File: src/rtl/fmul_pipe.sv
// fmul_pipe: pipelined IEEE-754 single-precision multiplier with valid/ready handshake,
// pass-through tag and overflow/underflow/invalid flags; denormals flush to zero.
module fmul_pipe #(
   parameter int LATENCY = 3,
   parameter int TAG_W   = 6
) (
   input  logic             clk,
   input  logic             rst,
   input  logic             in_valid,
   output logic             in_ready,
   input  logic [31:0]      op1,
   input  logic [31:0]      op2,
   input  logic [TAG_W-1:0] in_tag,
   output logic             out_valid,
   input  logic             out_ready,
   output logic [31:0]      result,
   output logic [TAG_W-1:0] out_tag,
   output logic             ovf,
   output logic             udf,
   output logic             nv
);
   // kind: 0 finite nonzero, 1 zero, 2 inf, 3 invalid
   typedef struct packed {
      logic [1:0]        kind;
      logic              sign;
      logic signed [9:0] exp;
      logic [47:0]       prod;
      logic [TAG_W-1:0]  tag;
   } mid_t;

   logic              w_adv;
   logic [7:0]        w_e1, w_e2;
   logic              w_z1, w_z2, w_i1, w_i2, w_n1, w_n2;
   mid_t              w_mid_in, w_mid_out;
   logic              w_vld;
   logic [46:0]       w_norm;
   logic              w_up;
   logic [23:0]       w_rnd;
   logic signed [9:0] w_fexp;
   logic [31:0]       w_res;
   logic [2:0]        w_flg;

   assign w_adv    = !(out_valid && !out_ready);
   assign in_ready = w_adv;

   assign w_e1 = op1[30:23];
   assign w_e2 = op2[30:23];
   assign w_z1 = w_e1 == 8'h00;
   assign w_z2 = w_e2 == 8'h00;
   assign w_i1 = op1[30:0] == 31'h7F80_0000;
   assign w_i2 = op2[30:0] == 31'h7F80_0000;
   assign w_n1 = w_e1 == 8'hFF && op1[22:0] != 23'h0;
   assign w_n2 = w_e2 == 8'hFF && op2[22:0] != 23'h0;

   always_comb begin
      w_mid_in.kind = (w_n1 || w_n2 || (w_i1 && w_z2) || (w_i2 && w_z1)) ? 2'd3 :
                      (w_i1 || w_i2) ? 2'd2 : (w_z1 || w_z2) ? 2'd1 : 2'd0;
      w_mid_in.sign = op1[31] ^ op2[31];
      w_mid_in.exp  = 10'(w_e1) + 10'(w_e2) - 10'd127;
      w_mid_in.prod = 48'({1'b1, op1[22:0]}) * 48'({1'b1, op2[22:0]});
      w_mid_in.tag  = in_tag;
   end

   if (LATENCY > 1) begin : g_pipe
      localparam int NM = LATENCY - 1;
      mid_t          r_mid [NM];
      logic [NM-1:0] r_vld;
      always_ff @(posedge clk) begin
         if (rst) r_vld <= '0;
         else if (w_adv) begin
            r_vld[0] <= in_valid;
            r_mid[0] <= w_mid_in;
            for (int i = 1; i < NM; i++) begin
               r_vld[i] <= r_vld[i-1];
               r_mid[i] <= r_mid[i-1];
            end
         end
      end
      assign w_mid_out = r_mid[NM-1];
      assign w_vld     = r_vld[NM-1];
   end else begin : g_comb
      assign w_mid_out = w_mid_in;
      assign w_vld     = in_valid;
   end

   // normalise so the leading one sits above bit 46, then round to nearest even
   assign w_norm = w_mid_out.prod[47] ? w_mid_out.prod[46:0] : {w_mid_out.prod[45:0], 1'b0};
   assign w_up   = w_norm[23] && (w_norm[24] || |w_norm[22:0]);
   assign w_rnd  = {1'b0, w_norm[46:24]} + 24'(w_up);
   assign w_fexp = w_mid_out.exp + 10'(w_mid_out.prod[47]) + 10'(w_rnd[23]);

   always_comb begin
      w_flg = 3'b000;
      w_res = {w_mid_out.sign, w_fexp[7:0], w_rnd[22:0]};
      if (w_mid_out.kind == 2'd3) begin
         w_res = 32'h7FC0_0000;
         w_flg = 3'b001;
      end else if (w_mid_out.kind == 2'd2) w_res = {w_mid_out.sign, 8'hFF, 23'h0};
      else if (w_mid_out.kind == 2'd1) w_res = {w_mid_out.sign, 31'h0};
      else if (w_fexp >= 10'sd255) begin
         w_res = {w_mid_out.sign, 8'hFF, 23'h0};
         w_flg = 3'b100;
      end else if (w_fexp <= 10'sd0) begin
         w_res = {w_mid_out.sign, 31'h0};
         w_flg = 3'b010;
      end
   end

   always_ff @(posedge clk) begin
      if (rst) begin
         out_valid       <= 1'b0;
         result          <= 32'h0;
         out_tag         <= '0;
         {ovf, udf, nv}  <= 3'b000;
      end else if (w_adv) begin
         out_valid       <= w_vld;
         result          <= w_res;
         out_tag         <= w_mid_out.tag;
         {ovf, udf, nv}  <= w_vld ? w_flg : 3'b000;
      end
   end
endmodule

File: config.mk
export PLATFORM = sky130hd
export DESIGN_NAME = fmul_pipe
export DESIGN_NICKNAME = d
export VERILOG_FILES = /design/src/rtl/fmul_pipe.sv
export SDC_FILE = /design/constraint.sdc
export NUM_CORES = 2
export LEC_CHECK = 0
export ABC_AREA = 1
export BUFFER_PORTS_ARGS = -buffer_cell sky130_fd_sc_hd__clkbuf_2
export CORE_MARGIN = 2
export CORE_UTILIZATION = 30
export DETAILED_ROUTE_END_ITERATION = 8
export PLACE_DENSITY = 0.44
export SYNTH_ARGS = -nofsm -noshare
export SYNTH_HDL_FRONTEND = slang
export SYNTH_SLANG_ARGS = --single-unit
File: constraint.sdc
create_clock -name clk -period 10.75 [get_ports clk]
set_input_delay 3.225 -clock clk [delete_from_list [all_inputs] [get_ports clk]]
set_output_delay 3.225 -clock clk [all_outputs]
set_load 0.02 [all_outputs]
After elaboration in Yosys (flattened, before gate mapping)
Memory sizes are Yosys's and may differ from the RTL's.
Index checks and enable logic that the tools add are counted.
- bits of input ports: 74
- output and inout port bits: 43
- bits in writable memories: 134
- logic and storage cells: 61
- memories kept: 1
- register bits after elaboration: 44
- memory list (name ; depth ; width ; rd ports ; clocked after Yosys merged registers in ; write ports ; line ; source):
    g_pipe.r_mid ; 2 ; 67 ; 2 ; 0 ; 2 ; 66 ; mid_t r_mid [NM];
- reduce and logical (&&, ||, !) cells: 19
- $lt $le $gt $ge: 2
- bitwise operators: 1
- multiply operators: 1
- $add $sub $neg: 5
- multiplexer cells: 18
- equality and inequality tests: 7
- operator list (operator ; count):
    31-bit two-way mux ; 4
    31-bit == test, second input constant ; 2
    24-bit by 24-bit multiplier with 48-bit output ; 1
    47-bit two-way mux ; 1
    23-bit nonzero test ; 2
    32-bit two-way mux ; 1
    23-bit by 1-bit adder with 24-bit output ; 1
    23-bit OR reduction ; 1
    10-bit by 1-bit adder with 10-bit output ; 2
    8-bit == test, second input constant ; 2
    8-bit logical NOT ; 2
    3-bit two-way mux ; 5
    10-bit by 9-bit greater-or-equal comparator with 1-bit output, second input constant ; 1
    10-bit by 1-bit less-or-equal comparator with 1-bit output, second input constant ; 1
    9-bit by 7-bit subtractor with 10-bit output, second input constant ; 1
    8-bit by 8-bit adder with 9-bit output ; 1
    1-bit logical AND ; 6
    1-bit logical OR ; 6
    2-bit two-way mux ; 3
    2-bit == test, second input constant ; 2
    1-bit two-way mux ; 4
    2-bit by 1-bit == test with 1-bit output, second input constant ; 1
    1-bit logical NOT ; 2
    1-bit XOR ; 1

Longest topological paths before layout
An unclocked memory read counts as a cell.
- word-level depth: 14
- gate-level depth with buffers: 30
- mapped depth without buffers: 28

Least setup slack after synthesis
OpenSTA, ideal clock, no wires.
- path kind: input to register
- start point: input rst
- end point: memory g_pipe.r_mid[0][0] (netlist bit) (enable)
- buffers on the path: 2
- data arrival time: 9.214 ns
- slack: 0.906 ns
- required time: 10.120 ns
- cell stages on the path: 3
- library setup time: 0.630 ns
- cell sequence: clkbuf_1 -> buf_1 -> nor2_1
- RTL lines (element ; line ; source):
    from (decl) ; 8 ; input logic rst,
    to (decl) ; 66 ;

==> impl_results.md <==
- Total Routing Usage GR: 0.173
- Antenna Nets Post-Route: 0
- Drt pass-1 iters: 5
- Data required, critical path: 10.95 ns
- Synth Warn #: 0
- CTS resizes: 0
- Root Buffer: clkbuf_16
- Vias: 21100
- Initial antenna violation count: 1
- Top cells by area, synth: fa_1, edfxtp_1, inv_1, nand2_1, ha_1
- Final Cycle Share: 0.902
- Unrepaired setup endpoints after global routing: false
- Die Y: 309 microns
- Hold bufs inserted after CTS: 0
- Largest net degree at the start of global routing: 76
- Final nets: 4281
- Clock skew: 0.0136 ns
- CP endpoint kind: register
- Tmin final: 9.69 ns
- Yosys reg bits: 178
- IO Port Bufs: 116
- Most Used Layer, Global Route: met2
- P&R area growth vs syn: 8.92%
- Via density: 4.40
- Hold Path Class: register to register
- Dominant synthesized flop cell: edfxtp_1
- Row count: 111
- CTS tree: yes
- Ant diodes: 0
- H-tree depth: 4
- Vias in the first global route: 22000
- Routing usage on met1: 0.243
- DRC: 0
- TritonCTS buffer count: 17
- Clk slew on worst S/H paths: 0.07 ns
- Die Width: 309 microns
- Routed WL: 80.3 mm
- Iteration-0 DRC Markers: 1003
- Asr flop ratio synth: 0
- Crit-path max cell delay: 0.64 ns
- Layout cells sized above 1: 0.0609
- GPL Wtd Cong: 0.926
- Multi-input gate area: 18700 sq um
- Max-cap violations: 0
- Grt ovf: 0
- I/O pins: 117
- Outcome: finished clean
- Worst path bufs/invs: 6
- CP cell instances: clkbuf_2, nand2_1, fa_1, inv_1, fa_1, inv_1, fa_1, inv_1, fa_1, fa_1, fa_1, inv_1, fa_1, inv_1, ha_1, a21oi_1, a21boi_0, a21boi_0, o21ai_0, nand2_1, nand3_1, nand2_1, nand2_1
- Cell Area, Synth: 27900 sq um
- Top-area cell type share of the netlist area: 0.347
- Met2 Use GR: 0.291
- Worst-path maximum fanout: 25
- Met3 Resource Use GR: 0.0188
- Post-synthesis sequential area ratio: 0.176
- DP Wirelength: 66.7 mm
- Worst-case clock buffer depth: 2
- Initial Utilization: 0.303
- Slew Limit Headroom: 0.167
- Fmax: 0.103 GHz
- Final Hold Fails: 0
- Cells after synthesis: 3483
- Die ar.: 95500 sq um
- Max-slew violations: 0
- Setup-failing EPs final: 0
- Post-synth EDFFs: 134
- Top delay family on crit path: adder cells
- CTS sink cnt: 178
- First-pass GRT wire length: 127 mm
- TNS Setup: 0 ns
- Seq. cell area: 4900 sq um
- Crit path launch type: primary input
- CP Data Arrival Time: 9.89 ns
- Postcts setup bufs: 0
- Avg Synthesized Cell Area: 8.01 sq um
- Largest area contributor in the synthesized netlist: fa_1
- Filler cells: 9928
- Top cell by count, worst path: fa_1
- Critical-path top delay cell: clkbuf_2
- Core Region: 91900 sq um
- Worst skew pair latency: 0.44 ns
- Slew at the pin with the worst max-slew slack: 1.24 ns
- Setup CP Type: primary input to register
- Routed len/inst: 16.8 microns
- Syn nets: 4231
- Synth cell types: 48
==> worst paths after layout <==
kind | startpoint | endpoint | slack (ns) | cells past startpoint
worst min register to register | g_pipe.r_mid[0][44]$_DFFE_PP_ | g_pipe.r_mid[0][111]$_DFFE_PP_ | 0.41 | 0
worst max register to register | g_pipe.r_mid[0][120]$_DFFE_PP_ | result[16]$_SDFFE_PP0N_ | 5.80 | 24
worst max-delay path | op1[11] | g_pipe.r_mid[0][38]$_DFFE_PP_ | 1.06 | 23
worst min-delay path | g_pipe.r_mid[0][44]$_DFFE_PP_ | g_pipe.r_mid[0][111]$_DFFE_PP_ | 0.41 | 0
==> logic make-up after synthesis <==
kind of cell / after synthesis / share of synthesized area
AOI/OAI and AO/OA: 215 / 0.0421
xor gates and xnor gates: 54 / 0.0172
adders and majority gates: 674 / 0.432
buffers and inverters: 1132 / 0.155
DFF: 178 / 0.176
and+or+nand+nor: 1230 / 0.178
==> registers in the layout (all words and copies together) (netlist names) <==
name and count:
result 32, udf 1, ovf 1, g_pipe.r_mid 134
out_valid 1, nv 1, out_tag 6, g_pipe.r_vld 2
==> cell type report <==
cell class	count	area share
Clock buffer	18	0.0141
Clock inverter	14	0.00515
Inverter	1010	0.125
Multi-Input combinational cell	2173	0.615
Sequential cell	178	0.161
Tap cell	1243	0.0512
Timing Repair Buffer	153	0.0282
==> Yosys cell counts (all sizes together) (5+ instances only) <==
cell type	instances
ha	190
dfxtp	44
o21bai	7
a31oi	6
xnor2	13
o21a	6
nor3	20
clkbuf	109
a21oi	99
fa	484
a21o	5
buf	13
nor2	209
o21ai	80
edfxtp	134
nor4	9
xor2	41
a21boi	6
nand3	102
nand2	856
nand4	24
inv	1008
==> cells in the final DEF, fill, tap and decap left out, types with 40 or more instances in the layout <==
master and n:
edfxtp_1 134, a21oi_1 97, xor2_1 40, nor2_1 198, inv_1 1007, ha_1 190, nand3_1 101, nand2_1 846
o21ai_0 72, fa_1 484, dfxtp_1 44, clkbuf_2 116
==> per-stage QoR <==
stage	utilization	cells	setup slack, ns	hold WS (ns)	cell area, sq um
after global routing	0.331	4789	0.721	0.422	30400
after global placement	0.324	4757	0.623	0.401	29800
after detailed placement	0.324	4757	0.609	0.405	29800
final	0.331	4789	1.06	0.411	30400
after CTS	0.331	4789	1.08	0.412	30400
after floorplan	-	3483	0.906	0.400	27900
==> metal layers <==
| layer | share of wire | wire [microns] |
|---|---|---|
| met5 | 0.00020 | 16 |
| met4 | 0.011 | 844 |
| met3 | 0.041 | 3270 |
| met2 | 0.47 | 37800 |
| met1 | 0.48 | 38300 |
Power is left out: the tool's default activity adds up to more than one toggle a clock period on the data nets, which glitch-free logic cannot reach.
